[config.mk]
export PLATFORM = sky130hd
export DESIGN_NAME = addsub_arbiter_flat
export DESIGN_NICKNAME = d
export VERILOG_FILES = /design/src/rtl/addsub_arbiter_if.sv /design/src/rtl/addsub_arbiter.sv /design/src/flat_wrapper.sv
export SDC_FILE = /design/constraint.sdc
export NUM_CORES = 1
export LEC_CHECK = 0
export BUFFER_PORTS_ARGS = -buffer_cell sky130_fd_sc_hd__buf_4
export CORE_MARGIN = 3
export CORE_UTILIZATION = 45
export DETAILED_ROUTE_END_ITERATION = 10
export PLACE_DENSITY = 0.72
export SKIP_LAST_GASP = 1
export SLEW_MARGIN = 10
export SYNTH_ARGS = -nofsm -noshare
export SYNTH_HDL_FRONTEND = slang
export SYNTH_SLANG_ARGS = --single-unit
[constraint.sdc]
create_clock -name clk -period 4.9 [get_ports clk]
set_clock_uncertainty 0.05 [all_clocks]
set_input_delay 0.245 -clock clk [delete_from_list [all_inputs] [get_ports clk]]
set_output_delay 0.245 -clock clk [all_outputs]
set_load 0.02 [all_outputs]
[src/rtl/addsub_arbiter_if.sv]
// addsub_arbiter_if: request/operand/result bundle between two requesters and the shared add/sub unit
// Ports (signals): req0/req1, a0/b0/a1/b1, op0/op1 from requesters; gnt0/gnt1, busy, y, carry, ovf, zero, valid, owner back
interface addsub_arbiter_if #(parameter int N = 2);
    localparam int W = 2 ** N;
    logic         req0, req1, op0, op1;
    logic [W-1:0] a0, b0, a1, b1;
    logic         gnt0, gnt1, busy, valid, owner, carry, ovf, zero;
    logic [W-1:0] y;
    modport master (
        output req0, req1, op0, op1, a0, b0, a1, b1,
        input  gnt0, gnt1, busy, valid, owner, carry, ovf, zero, y
    );
    modport slave (
        input  req0, req1, op0, op1, a0, b0, a1, b1,
        output gnt0, gnt1, busy, valid, owner, carry, ovf, zero, y
    );
endinterface

[src/rtl/addsub_arbiter.sv]
// addsub_arbiter: round-robin arbiter in front of one shared W-bit adder/subtractor (IDLE -> EXEC -> DONE)
// Ports: clk, reset (sync, active-high); bus (slave modport) carries requests, operands, grants, result and flags
module addsub_arbiter #(parameter int N = 2) (
    input logic clk,
    input logic reset,
    addsub_arbiter_if.slave bus
);
    localparam int W = 2 ** N;
    typedef enum logic [1:0] {IDLE, EXEC, DONE} state_t;
    state_t       state;
    logic         last_owner, idx, op_r, win;
    logic [W-1:0] a_r, b_r, bx;
    logic [W:0]   sum;
    // subtraction is A + ~B + 1, so carry out of the top bit means "no borrow"
    assign bx  = b_r ^ {W{op_r}};
    assign sum = {1'b0, a_r} + {1'b0, bx} + {{W{1'b0}}, op_r};
    // a lone requester wins; on a tie the one that did not win last time goes
    assign win = (bus.req0 && bus.req1) ? ~last_owner : bus.req1;
    always_ff @(posedge clk) begin
        if (reset) begin
            state      <= IDLE;
            last_owner <= 1'b1;
            idx        <= 1'b0;
            op_r       <= 1'b0;
            a_r        <= '0;
            b_r        <= '0;
            bus.gnt0   <= 1'b0;
            bus.gnt1   <= 1'b0;
            bus.busy   <= 1'b0;
            bus.valid  <= 1'b0;
            bus.owner  <= 1'b0;
            bus.y      <= '0;
            bus.carry  <= 1'b0;
            bus.ovf    <= 1'b0;
            bus.zero   <= 1'b0;
        end else begin
            bus.gnt0  <= 1'b0;
            bus.gnt1  <= 1'b0;
            bus.valid <= 1'b0;
            case (state)
                IDLE: if (bus.req0 || bus.req1) begin
                    state      <= EXEC;
                    bus.busy   <= 1'b1;
                    last_owner <= win;
                    idx        <= win;
                    a_r        <= win ? bus.a1 : bus.a0;
                    b_r        <= win ? bus.b1 : bus.b0;
                    op_r       <= win ? bus.op1 : bus.op0;
                    bus.gnt0   <= ~win;
                    bus.gnt1   <= win;
                end
                EXEC: begin
                    state     <= DONE;
                    bus.y     <= sum[W-1:0];
                    bus.carry <= sum[W];
                    bus.zero  <= sum[W-1:0] == '0;
                    bus.ovf   <= (a_r[W-1] == bx[W-1]) && (sum[W-1] != a_r[W-1]);
                    bus.valid <= 1'b1;
                    bus.owner <= idx;
                end
                DONE: begin
                    state    <= IDLE;
                    bus.busy <= 1'b0;
                end
                default: state <= IDLE;
            endcase
        end
    end
endmodule

[src/flat_wrapper.sv]
// flat-port wrapper written by rule: the top's interface ports become plain ports
module addsub_arbiter_flat 
#(parameter int N = 2)
  (clk, reset, bus_req0, bus_req1, bus_op0, bus_op1, bus_a0, bus_b0, bus_a1, bus_b1, bus_gnt0, bus_gnt1, bus_busy, bus_valid, bus_owner, bus_carry, bus_ovf, bus_zero, bus_y);
  addsub_arbiter_if #(.N(N)) bus_i ();
  input logic clk;
  input logic reset;
  input wire logic [$bits(bus_i.req0)-1:0] bus_req0;
  input wire logic [$bits(bus_i.req1)-1:0] bus_req1;
  input wire logic [$bits(bus_i.op0)-1:0] bus_op0;
  input wire logic [$bits(bus_i.op1)-1:0] bus_op1;
  input wire logic [$bits(bus_i.a0)-1:0] bus_a0;
  input wire logic [$bits(bus_i.b0)-1:0] bus_b0;
  input wire logic [$bits(bus_i.a1)-1:0] bus_a1;
  input wire logic [$bits(bus_i.b1)-1:0] bus_b1;
  output wire logic [$bits(bus_i.gnt0)-1:0] bus_gnt0;
  output wire logic [$bits(bus_i.gnt1)-1:0] bus_gnt1;
  output wire logic [$bits(bus_i.busy)-1:0] bus_busy;
  output wire logic [$bits(bus_i.valid)-1:0] bus_valid;
  output wire logic [$bits(bus_i.owner)-1:0] bus_owner;
  output wire logic [$bits(bus_i.carry)-1:0] bus_carry;
  output wire logic [$bits(bus_i.ovf)-1:0] bus_ovf;
  output wire logic [$bits(bus_i.zero)-1:0] bus_zero;
  output wire logic [$bits(bus_i.y)-1:0] bus_y;
  assign bus_i.req0 = bus_req0;
  assign bus_i.req1 = bus_req1;
  assign bus_i.op0 = bus_op0;
  assign bus_i.op1 = bus_op1;
  assign bus_i.a0 = bus_a0;
  assign bus_i.b0 = bus_b0;
  assign bus_i.a1 = bus_a1;
  assign bus_i.b1 = bus_b1;
  assign bus_gnt0 = bus_i.gnt0;
  assign bus_gnt1 = bus_i.gnt1;
  assign bus_busy = bus_i.busy;
  assign bus_valid = bus_i.valid;
  assign bus_owner = bus_i.owner;
  assign bus_carry = bus_i.carry;
  assign bus_ovf = bus_i.ovf;
  assign bus_zero = bus_i.zero;
  assign bus_y = bus_i.y;
  addsub_arbiter #(.N(N)) u_core (.clk(clk), .reset(reset), .bus(bus_i));
endmodule
==> flow_summary.yaml, run 1 <==
run_status:
  status: "finished, final reports clean"
clocking:
  post_cts_buffers: 0
  cts_resized: 0
  clk_pin_slew_worst_paths_ns: 0.13
  cts_tree: "built"
  ctsHtreeMaxLevel: 1
  cts_buffer_depth: 2
  clockRootBuffer: "clkbuf_4"
  cts_num_sinks: 25
  insertion_delay_ns: 0.31
  ctsHoldBuffers: 0
  cts_buffers: 3
route:
  first_pass_iters: 4
  final_antenna_net_count: 0
  drc: 0
  drtIter0Drc: 13
  via_per_inst: 5.18
  num_vias: 928
  drt-total-wl_um: 2250
  wire_per_inst_um: 12.6
critical_path:
  crit_type: "flip-flop to flip-flop"
  r2r_slack_ns: 3.06
  reg2reg_from: "u_core.op_r"
  end_kind: "flip-flop"
  reg2reg_depth: 6
  crit_start: "u_core.op_r"
  r2r-end: "u_core.bus.ovf"
  critPathCapture: "u_core.bus.ovf"
  arrival_ns: 2.01
  cp_slowest_cell: "dfxtp_1"
  cp_max_fo: 5
  cpMostUsedCell: "xor2_1"
  startpoint_type: "flip-flop"
  cpPeakStageDelay_ns: 0.46
  critPathRequiredTime_ns: 5.07
  path_cells: "xor2_1 -> ha_1 -> a21oi_1 -> o21ai_4 -> xor2_1 -> a22o_1"
floorplan:
  pin_count: 34
  dieArea_um2: 3270
  rows: 17
  die_w_um: 57.2
  start_util_pct: 50.4
  core_um2: 2340
  die_h_um: 57.2
logic_synthesis:
  synth_area_leaders: "dfxtp_1 42%, mux2i_1 7.6%, a211oi_1 7.0%"
  synthArstFlopShare_pct: 0
  avgSynthCellArea_um2: 9.67
  syn_nets: 149
  synth_seq_area_share_pct: 42.4
  synth_cells: 122
  yosysUniqueCellTypes: 32
  synth_top_area_cell: "dfxtp_1"
  synth-edff-count: 0
  ys_ff_latch: 25
  synth_top_area_share_pct: 42.4
  synth_flop_cell: "dfxtp_1"
  yosys_warnings: 0
  syn_area_um2: 1180
global_route:
  antenna_found_initial: 0
  grt_usage_pct: 14.4
  grt_max_degree: 28
  grt_pass1_wl_um: 3780
  grt_overflow: 0
  grt_pass1_vias: 923
sta:
  fmax_mhz: 544
  timing.hold.ws_ns: 0.217
  finalHoldViolCount: 0
  setup_viol: 0
  min_period_ns: 1.84
  fin_tns_setup_ns: 0
  worst_slew_margin_rel_pct: 52.4
  fin_crit_sh_pct: 37.5
  rsz0062_at_grt: "false"
  tightest_slew_ns: 0.709
  maxSlewViolCount: 0
final_layout:
  design_area_um2: 1430
  areaGrowthSynthToFinish_pct: 21.4
  multi_input_area_um2: 612
  instances_no_fill: 179
  fillers: 224
  drive_gt1_share_pct: 29.1
  nets: 179
  seq_area_um2: 500
  diodes: 0
power_and_ir_drop:
  p_total_w: 0.000471
  power_density_nw_per_um2: 329
  ir_drop_mv: 0.185
  p_leak_nw: 0.626
min_path:
  hp-class: "input pin to flip-flop"
place:
  placed_cell_area_um2: 1410
  placedCellCount: 175
  place.gp.congestion: 0.756
  numPortBuffers: 33
  dp_hpwl_um: 1740
run:
  maxCapViolCount: 0
==> critical path, delay by kind of cell (launching register included) <==
family          cells  cell delay, ns
xor+xnor            2            0.39
compound gates      3            0.55
flops               1            0.46
fa+ha+maj           1            0.30
==> stage by stage <==
step,util (%),worst slack [ns]
floorplan,-,3.19
global placement,60.1,3.15
detailed placement,60.1,3.11
CTS,61.2,3.08
global route,61.2,2.92
finish,61.2,3.06
==> cell families after synthesis <==
family | count (synthesis) | share of synthesized area (%)
fa+ha+maj | 5 | 5.94
flops | 25 | 42.4
buf+inv | 11 | 5.73
mux | 10 | 8.80
xor+xnor | 7 | 5.20
simple gates | 37 | 15.1
compound gates | 27 | 16.9
==> worst min-delay path by stage <==
stage | slack (ns) | end | cells after the start | startpoint
after CTS | 0.22 | u_core.a_r[1] | 3 | bus_a0[1]
after global placement | 0.39 | u_core.bus.zero | 2 | u_core.bus.zero
after global routing | 0.22 | u_core.b_r[3] | 3 | bus_b0[3]
after floorplan | 0.38 | u_core.bus.owner | 2 | u_core.idx
after detailed placement | 0.40 | u_core.bus.zero | 2 | u_core.bus.zero
final | 0.22 | u_core.a_r[1] | 3 | bus_a0[1]
==> layout by cell type, fill, tap and decap left out <==
cell	n
nand2_1	6
dfxtp_1	25
clkbuf_4	3
a21oi_1	5
nor3_1	3
a211oi_2	1
a21boi_2	1
inv_1	3
o21ai_4	1
nor2_1	20
nand4b_1	1
a31oi_1	1
nand2b_2	1
xnor2_1	2
nor4b_2	1
nor2_2	1
a211oi_1	11
o21ai_0	4
nor2b_1	2
a211o_1	1
nor3b_1	1
ha_1	4
or2_2	1
clkbuf_1	1
mux2i_2	1
xor2_1	5
mux2i_1	9
buf_4	33
o21a_1	1
fa_1	1
a22o_1	1
==> report_power, final <==
part / leakage, nW / switching, W / internal [W]
logic: 0.405 / 0.0000752 / 0.0000665
clock network: 0.0150 / 0.0000591 / 0.0000318
registers: 0.206 / 0.0000149 / 0.000224
==> registers in the layout, indices dropped and copies added, names as in the netlist <==
register and flops:
u_core.bus.gnt1 1, u_core.bus.gnt0 1, u_core.state 2, u_core.op_r 1
u_core.b_r 4, u_core.bus.y 4, u_core.bus.carry 1, u_core.bus.owner 1
u_core.bus.ovf 1, u_core.bus.zero 1, u_core.a_r 4, u_core.idx 1
u_core.bus.busy 1, u_core.last_owner 1, u_core.bus.valid 1
==> cells in the mapped netlist (2+ instances only) <==
cell type  count
xnor2_1        2
o21ai_0        4
mux2i_1        9
nor2_1        20
xor2_1         5
inv_1          3
buf_6          3
dfxtp_1       25
buf_2          3
a21oi_1        5
nor2b_1        2
ha_1           4
nor3_1         3
nand2_1        6
a211oi_1      11
==> final cells by class <==
| cell class | count | share of cell area (%) |
|---|---|---|
| Clock buffer | 4 | 1.83 |
| Inverter | 3 | 0.786 |
| Multi-Input combinational cell | 86 | 42.7 |
| Sequential cell | 25 | 34.9 |
| Tap cell | 28 | 2.45 |
| Timing Repair Buffer | 33 | 17.3 |
==> per-layer routing <==
layer / part of all wire, % / GRT usage [%] / up-vias
li1: - / - / 484
met1: 45 / 16.9 / 414
met2: 49 / 26.4 / 25
met3: 5.4 / 2.71 / 5
met4: 1.3 / 3.97 / 0
met5: 0 / 0 / -
Note: power is estimated with default switching activity, not from simulation.
==> run 2: changes to the inputs <==
- ABC_AREA: unset -> 1
- clock period: 4.9 -> 1.85 ns (I/O delays scaled with it)
==> run 2 against run 1 <==
Compared with the run above: largest power group unchanged; flip-flop and latch count unchanged; critical path type unchanged; via count increased by 25%; register-to-register slack got worse by 2.9 ns.
==> flow_summary.yaml, run 2 <==
logic_synthesis:
  synth_seq_area_share_pct: 42.5
  synthArstFlopShare_pct: 0
  synth-edff-count: 0
  synth_top_area_share_pct: 42.5
  syn_area_um2: 1180
  synth_top_area_cell: "dfxtp_1"
  yosys_warnings: 0
  synth_common_cells: "33 x nand2_1, 25 x dfxtp_1, 17 x o21ai_0"
  synth_flop_cell: "dfxtp_1"
  yosysUniqueCellTypes: 22
  syn_nets: 179
  avgSynthCellArea_um2: 7.75
  yosys.cell_count.top_type: "nand2_1"
  synth_cells: 152
  synth_area_leaders: "dfxtp_1 43%, nand2_1 11%, o21ai_0 7.2%"
  ys_ff_latch: 25
place:
  dp_hpwl_um: 1930
  numPortBuffers: 33
  placed_cell_area_um2: 1440
  place.gp.congestion: 0.813
route:
  final_antenna_net_count: 0
  first_pass_iters: 4
  drtIter0Drc: 38
  via_per_inst: 4.94
  wire_per_inst_um: 11.8
  drt-total-wl_um: 2750
  drc: 0
  num_vias: 1156
run_status:
  status: "finished, final reports clean"
final_layout:
  final_core_util_pct: 71.3
  diodes: 0
  final_common_cell: "buf_4"
  areaGrowthSynthToFinish_pct: 41.8
  drive_gt1_share_pct: 28.2
  design_area_um2: 1670
  largestRegisters: "u_core.a_r (4), u_core.b_r (4), u_core.bus.y (4)"
  final_cell_mix: "37 x buf_4, 33 x nand2_1, 23 x dfxtp_1, 19 x dlygate4sd3_1, 17 x o21ai_0"
  nets: 234
global_route:
  grt_usage_pct: 17.3
  grt_overflow: 0
  grt_max_degree: 18
  antenna_found_initial: 0
  grt_pass1_vias: 1033
  grt_pass1_wl_um: 4550
floorplan:
  die_h_um: 57.2
  rows: 17
  start_util_pct: 50.3
  core_um2: 2340
  die_w_um: 57.2
  pin_count: 34
  dieArea_um2: 3270
run:
  maxCapViolCount: 0
clocking:
  post_cts_buffers: 0
  ctsHtreeMaxLevel: 1
  cts_buffers: 3
  cts_num_sinks: 25
  insertion_delay_ns: 0.32
  clk_pin_slew_worst_paths_ns: 0.14
  cts_tree: "built"
  cts_buffer_depth: 2
  clockRootBuffer: "clkbuf_4"
sta:
  fmax_mhz: 594
  setup_viol: 0
  rsz0062_at_grt: "false"
  min_period_ns: 1.68
  fin_tns_setup_ns: 0
  maxSlewViolCount: 0
  worst_slew_margin_rel_pct: 61.0
  fin_crit_sh_pct: 91.1
  finalHoldViolCount: 0
  tightest_slew_ns: 0.585
power_and_ir_drop:
  power_density_nw_per_um2: 803
  p_leak_nw: 0.801
  ir_drop_mv: 0.474
critical_path:
  cp_max_fo: 5
  end_kind: "flip-flop"
  arrival_ns: 1.91
  startpoint_type: "flip-flop"
  critPathRequiredTime_ns: 2.07
  crit_type: "flip-flop to flip-flop"
min_path:
  hp-class: "input pin to flip-flop"
==> run 2: cell types whose count changed after synthesis, moves of 3 or more <==
cell,before,now
nor2_1,20,14
xor2_1,5,2
mux2i_1,9,0
inv_2,0,5
nand3_1,0,5
o21ai_0,4,17
nand2_1,6,33
a31oi_1,1,10
a211oi_1,11,0
buf_4,0,4
nand2_2,0,3
inv_1,3,12
==> run 2: kinds of logic after synthesis <==
group           count (synthesis)  synth area share [%]
compound gates                 35                  16.6
xor+xnor                        3                  2.23
fa+ha+maj                       5                  5.95
buf+inv                        23                  9.35
flops                          25                  42.5
simple gates                   61                  23.4
==> run 2: report_power, final <==
group	switching (W)	internal [W]	total [W]
Combinational	0.000246	0.000206	0.000452
Sequential	0.0000353	0.000595	0.000630
Clock	0.000176	0.0000827	0.000258
Total	0.000457	0.000883	0.00134
==> run 2: per-stage QoR <==
step                      std cells  worst slack [ns]  hold WS, ns  power, W
final                           234             0.165        0.135   0.00134
after global routing            234           0.00529        0.142   0.00142
after CTS                       234            0.0646        0.143   0.00134
after detailed placement        211             0.104        0.293   0.00106
after global placement          211             0.167        0.284   0.00105
after floorplan                 152             0.226        0.203  0.000932
==> run 2: what timing repair did <==
action / CTS / global route
endpoints found under the setup margin: 0 / 3
gates resized for setup: 0 / 3
endpoints found under the hold margin: 17 / 0
hold buffers: 19 / 0
==> run 2: area by class of cell <==
| type | count | area, um^2 |
|---|---|---|
| Clock inverter | 1 | 7.51 |
| Tap cell | 28 | 35.0 |
| Clock buffer | 3 | 22.5 |
| Multi-Input combinational cell | 104 | 567 |
| Inverter | 17 | 63.8 |
| Timing Repair Buffer | 56 | 468 |
| Fill cell | 204 | 671 |
| Sequential cell | 25 | 505 |
==> run 2: routing by layer <==
| layer | vias to the layer above | wire length [um] | track usage (%) |
|---|---|---|---|
| met5 | - | 0 | 0 |
| met4 | 0 | 25 | 4.64 |
| met3 | 3 | 118 | 2.94 |
| met2 | 32 | 1400 | 30.3 |
| met1 | 518 | 1210 | 21.7 |
| li1 | 603 | - | - |
==> run 2: worst max-delay path, stage by stage (launching register included) <==
cell	delay (ns)
dfxtp_4	0.41
inv_2	0.04
nand2_2	0.08
nand2_1	0.08
fa_1	0.40
nand2_1	0.08
inv_1	0.03
nor2_1	0.11
nand2_1	0.06
nor2_1	0.08
nand3_1	0.09
a21oi_2	0.11
==> run 2: worst paths after layout <==
kind / start / to / slack (ns) / depth (start not counted)
setup reg to reg: u_core.op_r / u_core.bus.zero / 0.17 / 11
hold reg to reg: u_core.idx / u_core.idx / 0.43 / 2
setup / recovery: u_core.op_r / u_core.bus.zero / 0.17 / 11
hold / removal: bus_req1 / u_core.b_r[1] / 0.13 / 4
